File: config.mk
export PLATFORM = sky130hd
export DESIGN_NAME = vid_fetch_sched_flat
export DESIGN_NICKNAME = d
export VERILOG_FILES = /design/src/rtl/vid_pkg.sv /design/src/rtl/vid_fetch_sched_if.sv /design/src/rtl/vid_fetch_watchdog.sv /design/src/rtl/vid_fetch_sched.sv /design/src/flat_wrapper.sv
export SDC_FILE = /design/constraint.sdc
export NUM_CORES = 1
export LEC_CHECK = 0
export ABC_CLOCK_PERIOD_IN_PS = 3450
export CORE_MARGIN = 1
export CORE_UTILIZATION = 47
export DETAILED_ROUTE_END_ITERATION = 10
export HOLD_SLACK_MARGIN = 0.1
export PLACE_DENSITY = 0.74
export SLEW_MARGIN = 20
export SYNTH_ARGS = -nofsm -noshare
export SYNTH_HDL_FRONTEND = slang
export SYNTH_HIERARCHICAL = 1
export SYNTH_SLANG_ARGS = --single-unit
File: constraint.sdc
create_clock -name clk -period 3.45 [get_ports clk]
set_input_delay 0.8625 -clock clk [delete_from_list [all_inputs] [get_ports clk]]
set_output_delay 0.8625 -clock clk [all_outputs]
set_load 0.01 [all_outputs]
File: src/rtl/vid_pkg.sv
// Shared types for the video pixel-fetch scheduler: bus commands, burst length codes,
// fetch FSM states and the burst-length selection helper.
// No logic of its own; purely combinational helper function.
package vid_pkg;

    typedef enum logic [2:0] {
        CMD_IDLE  = 3'b000,
        CMD_WDATA = 3'b001,
        CMD_READ  = 3'b010,
        CMD_RDATA = 3'b011,
        CMD_WREQ  = 3'b100,
        CMD_WRESP = 3'b101
    } bus_cmd_e;

    typedef enum logic [1:0] {
        LEN_1 = 2'b00,
        LEN_2 = 2'b01,
        LEN_4 = 2'b10
    } len_e;

    typedef enum logic [2:0] {
        ST_IDLE,
        ST_WAIT,
        ST_ARB,
        ST_ADDR,
        ST_DATA,
        ST_DONE
    } fetch_state_e;

    localparam logic [1:0] REQ_BID  = 2'b11;
    localparam logic [1:0] REQ_NONE = 2'b00;

    typedef struct packed {
        len_e       code;
        logic [2:0] beats;
    } len_sel_t;

    // Largest burst that does not run past the end of the line.
    function automatic len_sel_t len_code(input logic [12:0] words_left);
        len_sel_t s;
        if (words_left >= 13'd4) begin
            s.code  = LEN_4;
            s.beats = 3'd4;
        end else if (words_left >= 13'd2) begin
            s.code  = LEN_2;
            s.beats = 3'd2;
        end else begin
            s.code  = LEN_1;
            s.beats = 3'd1;
        end
        return s;
    endfunction

endpackage

File: src/rtl/vid_fetch_sched_if.sv
// Shared-bus connection of the pixel-fetch scheduler (request/grant, address phase, read data).
// Wires only, no latency.
// Grant is the only backpressure: the master holds its bid until granted.
// master: req_out, cmd_out, len_out, addr_out out; grant_in, cmd_in, data_in in.
// slave : mirror image (arbiter / memory side).
interface vid_fetch_sched_if;
    logic [1:0]  req_out;
    logic        grant_in;
    logic [2:0]  cmd_out;
    logic [1:0]  len_out;
    logic [31:0] addr_out;
    logic [2:0]  cmd_in;
    logic [31:0] data_in;

    modport master (
        output req_out, cmd_out, len_out, addr_out,
        input  grant_in, cmd_in, data_in
    );

    modport slave (
        input  req_out, cmd_out, len_out, addr_out,
        output grant_in, cmd_in, data_in
    );
endinterface

File: src/rtl/vid_fetch_watchdog.sv
// Data-beat watchdog: counts DATA cycles since the address phase or the last beat.
// o_expire is combinational, asserted in the TIMEOUT_CYC-th quiet cycle.
// No backpressure; counter clears whenever i_run is low, on a beat, or on expiry.
// Ports: clk, reset_n, i_run (scheduler in DATA), i_beat (read beat seen), o_expire.
module vid_fetch_watchdog #(
    parameter int TIMEOUT_CYC = 64
) (
    input  logic clk,
    input  logic reset_n,
    input  logic i_run,
    input  logic i_beat,
    output logic o_expire
);

    localparam int CW = $clog2(TIMEOUT_CYC + 1);

    logic [CW-1:0] r_cnt;

    assign o_expire = i_run && !i_beat && (r_cnt == CW'(TIMEOUT_CYC - 1));

    always_ff @(posedge clk or negedge reset_n) begin
        if (!reset_n) begin
            r_cnt <= '0;
        end else if (!i_run || i_beat || o_expire) begin
            r_cnt <= '0;
        end else begin
            r_cnt <= r_cnt + CW'(1);
        end
    end

endmodule

File: src/rtl/vid_fetch_sched.sv
// Pixel-fetch scheduler: walks frame memory line by line, issuing 1/2/4-beat reads to feed RGB FIFOs.
// Bid appears 1 cycle after fifo_level drops to LOW_WATER; address phase 1 cycle after grant; push 1 cycle after beat.
// Backpressure: bids only while fifo_level <= LOW_WATER, one burst outstanding, waits for grant.
// Ports: clk/reset_n; static config (enable, base_addr, line_inc, hsize, vsize); frame_start pulse;
//   fifo_level/pixel_rd from the display side; bus (vid_fetch_sched_if.master); fifo_wr/fifo_wdata;
//   status busy, underrun_err, timeout_err.
// Optional feature macro VID_FETCH_TIMEOUT_EN: adds the data-beat watchdog and timeout_err.
module vid_fetch_sched
    import vid_pkg::*;
#(
    parameter int FIFO_DEPTH  = 16,
    parameter int LOW_WATER   = 12,
    parameter int TIMEOUT_CYC = 64
) (
    input  logic                          clk,
    input  logic                          reset_n,
    input  logic                          enable,
    input  logic [31:0]                   base_addr,
    input  logic [31:0]                   line_inc,
    input  logic [12:0]                   hsize,
    input  logic [12:0]                   vsize,
    input  logic                          frame_start,
    input  logic [$clog2(FIFO_DEPTH):0]   fifo_level,
    input  logic                          pixel_rd,
    vid_fetch_sched_if.master             bus,
    output logic                          fifo_wr,
    output logic [23:0]                   fifo_wdata,
    output logic                          busy,
    output logic                          underrun_err,
    output logic                          timeout_err
);

    localparam int LVL_W = $clog2(FIFO_DEPTH) + 1;
    localparam logic [LVL_W-1:0] LW = LVL_W'(LOW_WATER);

    fetch_state_e r_state, w_state_nxt;
    logic [31:0]  r_line_ptr, r_addr, r_pend_base;
    logic [12:0]  r_line_cnt, r_words_left;
    logic [2:0]   r_beats, r_beat_cnt;
    logic         r_pend, r_req, r_fifo_wr, r_underrun;
    logic [23:0]  r_fifo_wdata;

    logic [31:0]  w_addr_nxt, w_lp_nxt, w_fs_base, w_lp_adv, w_addr_adv;
    logic [12:0]  w_cnt_nxt, w_words_nxt, w_words_adv, w_cnt_adv;
    logic         w_pend_nxt, w_restart, w_beat, w_last, w_expire, w_burst_end;
    logic         w_sizes_ok, w_line_done;
    len_sel_t     w_sel;

    assign w_sel       = len_code(r_words_left);
    assign w_beat      = (bus.cmd_in == CMD_RDATA);
    assign w_last      = w_beat && (r_beat_cnt == r_beats - 3'd1);
    assign w_burst_end = (r_state == ST_DATA) && (w_last || w_expire);
    assign w_sizes_ok  = (hsize != 13'd0) && (vsize != 13'd0);
    // A restart in the same cycle as the pulse uses the live base; otherwise the one latched at the pulse.
    assign w_fs_base   = frame_start ? base_addr : r_pend_base;
    assign w_words_adv = r_words_left - {10'd0, r_beats};
    // An abandoned (timed-out) burst closes the whole line.
    assign w_line_done = w_expire || (w_words_adv == 13'd0);
    assign w_lp_adv    = r_line_ptr + line_inc;
    assign w_addr_adv  = r_addr + {27'd0, r_beats, 2'b00};
    assign w_cnt_adv   = r_line_cnt + 13'd1;

    always_comb begin
        w_state_nxt = r_state;
        w_addr_nxt  = r_addr;
        w_lp_nxt    = r_line_ptr;
        w_cnt_nxt   = r_line_cnt;
        w_words_nxt = r_words_left;
        w_pend_nxt  = r_pend;
        w_restart   = 1'b0;
        case (r_state)
            ST_IDLE: begin
                if (enable) w_state_nxt = ST_WAIT;
            end
            ST_WAIT, ST_DONE: begin
                if (!enable)                        w_state_nxt = ST_IDLE;
                else if (frame_start && w_sizes_ok) w_restart   = 1'b1;
            end
            ST_ARB: begin
                // A grant already given is honoured even if enable drops in the same cycle.
                if (bus.grant_in && r_req) begin
                    w_state_nxt = ST_ADDR;
                    w_pend_nxt  = frame_start;
                end else if (!enable) begin
                    w_state_nxt = ST_IDLE;
                end else if (frame_start) begin
                    w_restart = 1'b1;
                end
            end
            ST_ADDR: begin
                w_state_nxt = ST_DATA;
                if (frame_start) w_pend_nxt = 1'b1;
            end
            ST_DATA: begin
                if (w_burst_end) begin
                    w_pend_nxt = 1'b0;
                    if (w_line_done) begin
                        w_lp_nxt    = w_lp_adv;
                        w_addr_nxt  = w_lp_adv;
                        w_cnt_nxt   = w_cnt_adv;
                        w_words_nxt = hsize;
                    end else begin
                        w_addr_nxt  = w_addr_adv;
                        w_words_nxt = w_words_adv;
                    end
                    if (!enable)                              w_state_nxt = ST_IDLE;
                    else if (r_pend || frame_start)           w_restart   = 1'b1;
                    else if (w_line_done && w_cnt_adv == vsize) w_state_nxt = ST_DONE;
                    else                                      w_state_nxt = ST_ARB;
                end else if (frame_start) begin
                    w_pend_nxt = 1'b1;
                end
            end
            default: w_state_nxt = ST_IDLE;
        endcase
        // Start of a new frame: drop whatever is left of the old one.
        if (w_restart) begin
            if (w_sizes_ok) begin
                w_state_nxt = ST_ARB;
                w_addr_nxt  = w_fs_base;
                w_lp_nxt    = w_fs_base;
                w_cnt_nxt   = 13'd0;
                w_words_nxt = hsize;
            end else begin
                w_state_nxt = ST_WAIT;
            end
        end
    end

    always_ff @(posedge clk or negedge reset_n) begin
        if (!reset_n) begin
            r_state      <= ST_IDLE;
            r_line_ptr   <= '0;
            r_addr       <= '0;
            r_pend_base  <= '0;
            r_line_cnt   <= '0;
            r_words_left <= '0;
            r_beats      <= '0;
            r_beat_cnt   <= '0;
            r_pend       <= 1'b0;
            r_req        <= 1'b0;
            r_fifo_wr    <= 1'b0;
            r_fifo_wdata <= '0;
            r_underrun   <= 1'b0;
        end else begin
            r_state      <= w_state_nxt;
            r_line_ptr   <= w_lp_nxt;
            r_addr       <= w_addr_nxt;
            r_line_cnt   <= w_cnt_nxt;
            r_words_left <= w_words_nxt;
            r_pend       <= w_pend_nxt;
            if (frame_start) r_pend_base <= base_addr;
            r_req        <= (w_state_nxt == ST_ARB) && (fifo_level <= LW);
            if (r_state == ST_ADDR) begin
                r_beats    <= w_sel.beats;
                r_beat_cnt <= 3'd0;
            end else if (r_state == ST_DATA && w_beat) begin
                r_beat_cnt <= r_beat_cnt + 3'd1;
            end
            r_fifo_wr <= (r_state == ST_DATA) && w_beat;
            if (r_state == ST_DATA && w_beat) r_fifo_wdata <= bus.data_in[23:0];
            if (pixel_rd && fifo_level == '0) r_underrun <= 1'b1;
            else if (frame_start)             r_underrun <= 1'b0;
        end
    end

`ifdef VID_FETCH_TIMEOUT_EN
    logic r_timeout;

    vid_fetch_watchdog #(
        .TIMEOUT_CYC (TIMEOUT_CYC)
    ) u_wdog (
        .clk      (clk),
        .reset_n  (reset_n),
        .i_run    (r_state == ST_DATA),
        .i_beat   (w_beat),
        .o_expire (w_expire)
    );

    always_ff @(posedge clk or negedge reset_n) begin
        if (!reset_n)         r_timeout <= 1'b0;
        else if (w_expire)    r_timeout <= 1'b1;
        else if (frame_start) r_timeout <= 1'b0;
    end

    assign timeout_err = r_timeout;
`else
    logic w_unused_cfg;
    assign w_expire     = 1'b0;
    assign timeout_err  = 1'b0;
    assign w_unused_cfg = (TIMEOUT_CYC > 0);
`endif

    logic w_unused_dat;
    assign w_unused_dat = ^bus.data_in[31:24];

    assign bus.req_out  = r_req ? REQ_BID : REQ_NONE;
    assign bus.cmd_out  = (r_state == ST_ADDR) ? CMD_READ : CMD_IDLE;
    assign bus.len_out  = (r_state == ST_ADDR) ? w_sel.code : LEN_1;
    assign bus.addr_out = (r_state == ST_ADDR) ? r_addr : 32'd0;
    assign fifo_wr      = r_fifo_wr;
    assign fifo_wdata   = r_fifo_wdata;
    assign busy         = (r_state != ST_IDLE) && (r_state != ST_DONE);
    assign underrun_err = r_underrun;

endmodule
File: src/flat_wrapper.sv
// flat-port wrapper written by rule: the top's interface ports become plain ports
module vid_fetch_sched_flat import vid_pkg::*;
#(
    parameter int FIFO_DEPTH  = 16,
    parameter int LOW_WATER   = 12,
    parameter int TIMEOUT_CYC = 64
)
  (clk, reset_n, enable, base_addr, line_inc, hsize, vsize, frame_start, fifo_level, pixel_rd, fifo_wr, fifo_wdata, busy, underrun_err, timeout_err, bus_req_out, bus_cmd_out, bus_len_out, bus_addr_out, bus_grant_in, bus_cmd_in, bus_data_in);
  vid_fetch_sched_if bus_i ();
  input  logic clk;
  input  logic reset_n;
  input  logic enable;
  input  logic [31:0] base_addr;
  input  logic [31:0] line_inc;
  input  logic [12:0] hsize;
  input  logic [12:0] vsize;
  input  logic frame_start;
  input  logic [$clog2(FIFO_DEPTH):0] fifo_level;
  input  logic pixel_rd;
  output logic fifo_wr;
  output logic [23:0] fifo_wdata;
  output logic busy;
  output logic underrun_err;
  output logic timeout_err;
  output wire logic [$bits(bus_i.req_out)-1:0] bus_req_out;
  output wire logic [$bits(bus_i.cmd_out)-1:0] bus_cmd_out;
  output wire logic [$bits(bus_i.len_out)-1:0] bus_len_out;
  output wire logic [$bits(bus_i.addr_out)-1:0] bus_addr_out;
  input wire logic [$bits(bus_i.grant_in)-1:0] bus_grant_in;
  input wire logic [$bits(bus_i.cmd_in)-1:0] bus_cmd_in;
  input wire logic [$bits(bus_i.data_in)-1:0] bus_data_in;
  assign bus_req_out = bus_i.req_out;
  assign bus_cmd_out = bus_i.cmd_out;
  assign bus_len_out = bus_i.len_out;
  assign bus_addr_out = bus_i.addr_out;
  assign bus_i.grant_in = bus_grant_in;
  assign bus_i.cmd_in = bus_cmd_in;
  assign bus_i.data_in = bus_data_in;
  vid_fetch_sched #(.FIFO_DEPTH(FIFO_DEPTH), .LOW_WATER(LOW_WATER), .TIMEOUT_CYC(TIMEOUT_CYC)) u_core (.clk(clk), .reset_n(reset_n), .enable(enable), .base_addr(base_addr), .line_inc(line_inc), .hsize(hsize), .vsize(vsize), .frame_start(frame_start), .fifo_level(fifo_level), .pixel_rd(pixel_rd), .bus(bus_i), .fifo_wr(fifo_wr), .fifo_wdata(fifo_wdata), .busy(busy), .underrun_err(underrun_err), .timeout_err(timeout_err));
endmodule
## Word-level counts from Yosys, hierarchy flattened

Cells that the tools add are included.
W data, S select, Z words.

- Register bits after elaboration: 159
- Input bits: 136
- Output and inout bits: 67

- $add $sub $neg: 6
- Order comparisons: 3
- Eq/ne operators: 11
- Multiplexer cells: 54
- Reduce and logical (&&, ||, !) cells: 22

Operators by type and width:

| kind | count |
|---|---|
| $mux W32 | 12 |
| $mux W13 | 10 |
| $add A32 B32 Y32 | 1 |
| $add A32 B5 Y32 | 1 |
| $mux W3 | 10 |
| $reduce_bool A13 Y1 | 2 |
| $pmux W3 S5 | 1 |
| $add A13 B1 Y13 const B | 1 |
| $eq A13 B13 Y1 | 1 |
| $ge A13 B2 Y1 const B | 1 |
| $ge A13 B3 Y1 const B | 1 |
| $logic_not A13 Y1 | 1 |
| $mux W1 | 13 |
| $sub A13 B3 Y13 | 1 |
| $eq A3 B2 Y1 const B | 4 |
| $logic_and A1 B1 Y1 | 10 |
| $mux W2 | 4 |
| $eq A3 B3 Y1 const B | 2 |
| $pmux W1 S3 | 2 |
| $reduce_bool A3 Y1 | 2 |
| $le A5 B4 Y1 const B | 1 |
| $logic_not A5 Y1 | 1 |
| $mux W5 | 1 |
| $mux W4 | 1 |
| other kinds (11) | 12 |

## Longest topological paths before layout

Gate-level depths: netlist (run 1).

- Word-level depth: 11
- Mapped depth: 13

## Worst setup path after synthesis (run 1)

No wires, ideal clock.

- Path type: input port to flip-flop
- Start point: in line_inc[0]
- End point: reg u_core.r_addr[14]
- Data arrival time: 2.870 ns
- Data required time: 3.313 ns
- Setup slack: 0.442 ns
- Cell stages on the path: 11
- Path buffers: 0
- Cells stage by stage: ha_1 > inv_1 > fa_1 > nor2b_1 > o21bai_1 > a21o_1 > a211oi_1 > nor2_1 > xnor2_1 > a2111oi_0 > nor3_1

- Word-level cells in the longest chain between the ends: 6

Ends and longest elaborated chain:

| element | RTL line | text |
|---|---|---|
| start, declared | flat_wrapper.sv:14 | `input logic [31:0] line_inc;` |
| $add A32 B32 Y32 * | vid_fetch_sched.sv:59 | `assign w_lp_adv = r_line_ptr + line_inc;` |
| $mux W32 * | vid_fetch_sched.sv:97 | `if (w_line_done) begin` |
| $mux W32 * | vid_fetch_sched.sv:95 | `if (w_burst_end) begin` |
| $mux W32 * | vid_fetch_sched.sv:71 | `case (r_state)` |
| $mux W32 | vid_fetch_sched.sv:118 | `if (w_sizes_ok) begin` |
| $mux W32 * | vid_fetch_sched.sv:117 | `if (w_restart) begin` |
| net u_core.w_addr_nxt[14] | vid_fetch_sched.sv:43 | `logic [31:0] w_addr_nxt, w_lp_nxt, w_fs_base, w_lp_adv, w_addr_adv;` |
| end signal, assigned | vid_fetch_sched.sv:148 | `r_addr <= w_addr_nxt;` |
| end, declared | vid_fetch_sched.sv:37 | `logic [31:0] r_line_ptr, r_addr, r_pend_base;` |

The timed path passes the listed nets; every way through them passes the cells marked *.
A chain may end at the register's enable or synchronous reset.

## Final worst setup path (run 1)

- Start point: reg u_core.r_state[2]
- End point: out bus_addr_out[20]

- Word-level cells in the longest chain between the ends: 2

Ends and longest elaborated chain:

| element | RTL line | text |
|---|---|---|
| start, declared | vid_fetch_sched.sv:36 | `fetch_state_e r_state, w_state_nxt;` |
| start signal, assigned | vid_fetch_sched.sv:146 | `r_state <= w_state_nxt;` |
| $eq A3 B2 Y1 | vid_fetch_sched.sv:200 | `assign bus.addr_out = (r_state == ST_ADDR) ? r_addr : 32'd0;` |
| $mux W32 | vid_fetch_sched.sv:200 |  |
| end, declared | flat_wrapper.sv:28 | `output wire logic [$bits(bus_i.addr_out)-1:0] bus_addr_out;` |

Every way passes these cells.

==> results of run 1 <==
## metal layers
| layer | vias up | GRT usage | share of wire |
|---|---|---|---|
| li1 | 4564 | - | - |
| met1 | 4628 | 0.3588 | 0.42 |
| met2 | 386 | 0.4595 | 0.48 |
| met3 | 59 | 0.05335 | 0.073 |
| met4 | 0 | 0.09141 | 0.024 |
| met5 | - | 0 | 0 |
## cell families after synthesis
kind of cell / count (synthesis) / synth area share
multiplexers: 63 / 0.06817
buffers and inverters: 92 / 0.03949
AND/OR/NAND/NOR: 402 / 0.1998
AO/OA/AOI/OAI: 300 / 0.1867
XOR/XNOR: 76 / 0.06465
flip-flops: 159 / 0.3864
other: 1 / 0.0003642
adder cells (fa/ha/maj): 43 / 0.05444
## area by class of cell
class | instances | area [um2] | share of cell area
clock buffer | 17 | 425.4 | 0.03117
clock inverter | 15 | 231.5 | 0.01696
inverter | 27 | 101.3 | 0.007426
multi-input combinational | 887 | 5947 | 0.4358
sequential | 159 | 3984 | 0.2919
tap | 275 | 344.1 | 0.02521
timing repair buffer | 269 | 2614 | 0.1915
## layout by cell type, fill, tap and decap left out, types with 8 or more instances in the layout
cell type          n
a21o_1            17
buf_4             69
o21ai_0           66
o211ai_1           8
o31ai_1            8
nor3_1            27
nand2_1          109
nand4_1           20
xor2_1            26
a21oi_1           99
o21a_1             9
inv_1             26
xnor2_1           50
nor4_1            11
clkdlybuf4s50_1  188
ha_1              40
a31oi_1           16
mux2i_1            9
clkbuf_16         18
and2_1            42
mux2_2            53
a211oi_1           9
dfrtp_1          155
nor2_1            93
nand3_1           40
buf_12             8
and3_1            10
## worst max-delay path: stages, from the launching register on
cell             delay [ns]
dfrtp_2                0.45
nand2b_2               0.23
or2_2                  0.34
inv_2                  0.14
buf_12                 0.17
and2_1                 0.21
clkdlybuf4s50_1        0.56
## power by group
group / internal (mW) / switching, mW / total (mW)
Clock: 1.30 / 0.824 / 2.12
Sequential: 2.46 / 0.583 / 3.04
Combinational: 2.13 / 2.26 / 4.39
Total: 5.89 / 3.67 / 9.56
## sequential cells by signal, summed over array words and instances, names as in the netlist
register             count
u_core/r_line_ptr       32
u_core/fifo_wr           1
u_core/r_pend            1
u_core/underrun_err      1
u_core/fifo_wdata       24
u_core/r_words_left     13
u_core/r_beat_cnt        3
u_core/r_state           3
u_core/r_pend_base      32
u_core/r_line_cnt       13
u_core/r_beats           3
u_core/r_req             1
u_core/r_addr           32
## Yosys cell counts, drive strengths merged (6+ instances only)
| master | instances | area share |
|---|---|---|
| dfrtp | 159 | 0.39 |
| nand2 | 109 | 0.040 |
| a21oi | 100 | 0.049 |
| nor2 | 94 | 0.035 |
| o21ai | 71 | 0.035 |
| mux2 | 54 | 0.059 |
| xnor2 | 50 | 0.043 |
| and2 | 42 | 0.026 |
| nand3 | 42 | 0.021 |
| ha | 40 | 0.049 |
| buf | 36 | 0.019 |
| clkbuf | 29 | 0.011 |
| inv | 27 | 0.0098 |
| nor3 | 27 | 0.013 |
| xor2 | 26 | 0.022 |
| nand4 | 21 | 0.014 |
| a21o | 17 | 0.012 |
| a31oi | 16 | 0.0097 |
| nor4 | 15 | 0.012 |
| a211oi | 13 | 0.012 |
| and3 | 10 | 0.0061 |
| mux2i | 9 | 0.0087 |
| o21a | 9 | 0.0066 |
| o211ai | 8 | 0.0058 |
| o31ai | 8 | 0.0058 |
| nand2b | 7 | 0.0043 |
| a211o | 6 | 0.0051 |
| o22ai | 6 | 0.0036 |
## through the flow
step                      setup slack, ns  instances  hold slack [ns]  utilization
after floorplan                    0.4424       1138           0.4440            -
after global placement            -0.1973       1615           0.4593       0.6089
after detailed placement          -0.2422       1615           0.4714       0.6089
after CTS                        0.003050       1647           0.4888       0.6405
after global routing            0.0008393       1649           0.5094       0.6431
final                             0.06157       1649           0.4698       0.6431
## worst paths after layout
path                                                      to  slack [ns]  cells past startpoint
max                                         bus_addr_out[20]        0.06                      6
min                           u_core/r_line_ptr[0]$_DFF_PN0_        0.47                      1
max reg2reg                      u_core/r_addr[19]$_DFF_PN0_        0.39                     12
min reg2reg                  u_core/r_pend_base[4]$_DFF_PN0_        0.48                      2
max in group asynchronous  u_core/fifo_wdata[11]$_DFFE_PN0P_        2.26                      2
min in group clk             u_core/r_pend_base[4]$_DFF_PN0_        0.48                      2
## repair_timing
item / 4_1_cts / 5_1_grt
resized for setup: 3 / 8
setup endpoints to repair: 3 / 33
setup buffers: 0 / 1
pin swaps: 0 / 1
hold endpoints to repair: 0 / 0
cloned: 0 / 1
==> results.txt, run 1 <==
Post-route clock period utilization: 0.9822
Port Buffers: 191
Total Wirelength: 30.58 mm
Grt ovf: 0
TritonCTS buffer count: 17
Synth warn: 6
Fillcell total: 1741
Number of global-route vias before repair: 9366
Peak Freq: 0.2951 GHz
Clk Latency, worst-skew pair: 0.43 ns
Initial antenna violation count: 0
Vias: 9637
Via density: 5.844
Post-DP HPWL: 22.36 mm
# hold bufs at CTS: 0
Post-placement cell area: 0.01292 mm2
Final setup vio count: 0
Worst-path fanout max: 19
Syn Inst Count: 1136
Final Power: 9.556 mW
Die area: 0.02250 mm2
Die H: 150.0 um
Largest vdd supply drop: 0.3773 mV
Leakage power: 5.774 nW
First-pass GRT wire length: 47.92 mm
Num ports: 203
Crit Path Category: reg -> out
Final min period: 3.388 ns
Maxcap violations: 0
RSZ-0062 raised after global routing: no
Clock Pin Slew Worst Setup and Hold Paths: 0.07 ns
Ant diodes: 0
Initial Util: 0.4852
Number of flops mapped to enable cells by yosys: 0
Cell row count: 53
Clock skew: 0.01122 ns
Count of unique library cells instantiated by Yosys: 78
Per-cell routed wire length: 18.54 um
DRT Pass-1 Iters: 8
Share of layout cells above drive strength 1: 0.1463
Pin count of the biggest net entering global routing: 81
Area grow syn2layout: 32.54%
Slew @ Worst Pin: 0.8619 ns
Clock Sinks: 159
Mapped Area: 0.01030 mm2
DR iter-0 viols: 756
Part of the Yosys area used for sequential elements: 0.3864
CP Launch Point: u_core/r_state[2]$_DFF_PN0_
RePlAce Congestion: 0.9369
DR DRC count: 0
Worst path arrival time: 2.53 ns
Longest Clk Path Bufs: 2
Final Instance Area: 0.01365 mm2
FFs w/ async S/R, synth: 1.000
Slew HR: 0.4254
Avg Cell Area, Syn: 9.063 um2
CTS H-Tree Depth: 4
Pwr/cell area: 700.2 mW/mm2
Worst r2r src: u_core/r_beats[0]$_DFFE_PN0P_
DRT antenna net count: 0
CTS tree: done
Setup TNS: 0 ns
Hold Path Class: in -> async
Core Box Area: 0.02122 mm2
Setup crit end kind: output pin
Hold Fails Final Rpt: 0
Die W: 150.0 um
Fin nets: 1540
Slew Limit Fails: 0
Clock root cell: clkbuf_16
Outcome: finished clean
Req. time, crit path: 2.59 ns
Total GRT Usage: 0.2760
FF+latch count, synth: 159
Critical Path Source Type: register
Top_reg_cell synth: dfrtp_1
Note: power is estimated with default switching activity, not from simulation.
==> run 2: changes to the inputs <==
--- a/config.mk
+++ b/config.mk
@@ -6,6 +6,7 @@
 export NUM_CORES = 1
 export LEC_CHECK = 0
 export ABC_CLOCK_PERIOD_IN_PS = 3450
+export CAP_MARGIN = 20
 export CORE_MARGIN = 1
 export CORE_UTILIZATION = 47
 export DETAILED_ROUTE_END_ITERATION = 10
==> results of run 2 <==
Final layout, timing and power as in run 1 (identical DEF).
==> run 3: changes to the inputs <==
--- a/config.mk
+++ b/config.mk
@@ -10,6 +10,7 @@
 export CORE_MARGIN = 1
 export CORE_UTILIZATION = 47
 export DETAILED_ROUTE_END_ITERATION = 10
+export GPL_TIMING_DRIVEN = 0
 export HOLD_SLACK_MARGIN = 0.1
 export PLACE_DENSITY = 0.74
 export SLEW_MARGIN = 20
==> results.txt, run 3 (synthesis results as in run 1) <==
Outcome: finished clean
CP top delay family: buffers and inverters
Finished Core Util: 0.6311
Cell row count: 53
Peak Freq: 0.2962 GHz
Die H: 150.0 um
Hold Fails Final Rpt: 0
Hold Path Class: in -> async
Highest Signal Layer: met4
Final Instance Area: 0.01339 mm2
Post-route clock period utilization: 0.9786
Final Power: 9.273 mW
Vias: 10030
TritonCTS buffer count: 17
Slew @ Worst Pin: 1.081 ns
Pin count of the biggest net entering global routing: 85
Clock Pin Slew Worst Setup and Hold Paths: 0.07 ns
Via density: 6.112
Maxcap violations: 0
Die area: 0.02250 mm2
Crit Path Category: reg -> out
Commonest non-fill, non-tap cell in the layout: clkdlybuf4s50_1
DR iter-0 viols: 1051
Critical Path Source Type: register
Die W: 150.0 um
DRT antenna net count: 0
Req. time, crit path: 2.59 ns
Commonest non-fill, non-tap cells in the layout: clkdlybuf4s50_1, dfrtp_1, nand2_1
Worst path buffer plus inverter count: 4
Initial Util: 0.4852
Longest Clk Path Bufs: 2
Port Buffers: 191
RePlAce Congestion: 0.9586
Per-cell routed wire length: 21.17 um
CTS tree: done
Setup TNS: 0 ns
Total Wirelength: 34.74 mm
Final min period: 3.376 ns
DR DRC count: 0
Hold Slack: 0.4059 ns
Fin nets: 1532
Initial antenna violation count: 0
Pwr/cell area: 692.5 mW/mm2
Placed instance count: 1605
Slew Limit Fails: 0
Share of layout cells above drive strength 1: 0.1215
Met2 WL post-DR: 16.12 mm
Slew HR: 0.2791
# hold bufs at CTS: 0
RSZ-0062 raised after global routing: yes
Core Box Area: 0.02122 mm2
Grt ovf: 0
Post-place setup slack: -0.4821 ns
Slowest-stage cell, CP: clkdlybuf4s50_1
Final Non-Filler Cells: 1641
Delay of the slowest cell on the worst path: 0.53 ns
Top Registers: u_core/r_addr: 32 flops, u_core/r_line_ptr: 32 flops, u_core/r_pend_base: 32 flops
Leakage power: 5.774 nW
Worst path arrival time: 2.51 ns
DRT Pass-1 Iters: 8
Num ports: 203
Clk Latency, worst-skew pair: 0.43 ns
Worst-path fanout max: 10
Ant diodes: 0
Clock root cell: clkbuf_16
CTS H-Tree Depth: 4
Clock Sinks: 159
DRT met1 WL: 14.16 mm
First-pass GRT wire length: 53.04 mm
Number of global-route vias before repair: 9745
Final setup margin: 0.07367 ns
Final setup vio count: 0
Largest vdd supply drop: 0.4099 mV
Clock skew: 0.01149 ns
Setup crit end kind: output pin
Post-placement cell area: 0.01259 mm2
Post-DP HPWL: 25.24 mm
Area grow syn2layout: 30.06%
Total GRT Usage: 0.3134
DR WL met3: 3.154 mm
Crit-path cells: nand2b_2, or2_4, inv_1, clkbuf_8, clkbuf_4, and2_1, clkdlybuf4s50_1
[run 3: cell types whose count changed in the layout (fill, tap and decap cells not counted), moves of 8 or more]
cell             previous run  this run
buf_4                      69        14
clkbuf_1                    0        26
buf_2                       1        22
dlymetal6s2s_1              1        10
buf_12                      8         0
clkdlybuf4s50_1           188       180
[run 3: metal layers]
layer | vias to the layer above | global-route usage
li1 | 4527 | -
met1 | 4854 | 0.4131
met2 | 547 | 0.4995
met3 | 102 | 0.05823
met4 | 0 | 0.1404
met5 | - | 0
[run 3: cell type report]
type                       count  area [um2]
fill                        1843        7829
multi-input combinational    887        6001
sequential                   159        3980
timing repair buffer         197        2007
clock buffer                  24       471.7
tap                          275       344.1
buffer                        64       332.8
clock inverter                 8       153.9
inverter                      27       101.3
[run 3: worst reg2reg max path, stage by stage (launching register included)]
cell	delay, ns
dfrtp_1	0.43
inv_1	0.18
ha_1	0.29
xnor2_1	0.14
nor2_1	0.17
nand3_2	0.26
a211oi_4	0.61
clkbuf_1	0.76
nand2_1	0.30
o211ai_1	0.17
[run 3: power by group]
part / internal, mW / total [mW] / switching [mW]
clock: 1.26 / 2.03 / 0.778
combinational: 1.86 / 4.24 / 2.39
sequential: 2.46 / 2.99 / 0.539
total: 5.57 / 9.27 / 3.70
[run 3: final timing paths]
check / startpoint / end / slack (ns) / depth (start not counted)
worst max-delay path: u_core/r_state[2]$_DFF_PN0_ / bus_addr_out[18] / 0.07 / 7
worst min-delay path: reset_n / u_core/r_pend_base[7]$_DFF_PN0_ / 0.41 / 1
worst max register to register: u_core/r_beats[1]$_DFFE_PN0P_ / u_core/r_line_ptr[28]$_DFF_PN0_ / 0.08 / 9
worst min register to register: u_core/r_line_ptr[17]$_DFF_PN0_ / u_core/r_line_ptr[17]$_DFF_PN0_ / 0.48 / 2
max in group asynchronous: reset_n / u_core/r_beats[2]$_DFFE_PN0P_ / 2.14 / 2
min in group clk: u_core/r_line_ptr[17]$_DFF_PN0_ / u_core/r_line_ptr[17]$_DFF_PN0_ / 0.48 / 2
[run 3: repair_timing]
action,4_1_cts,5_1_grt
endpoints found under the setup margin,58,37
setup buffers,3,2
gates resized for setup,14,33
pin swaps,1,2
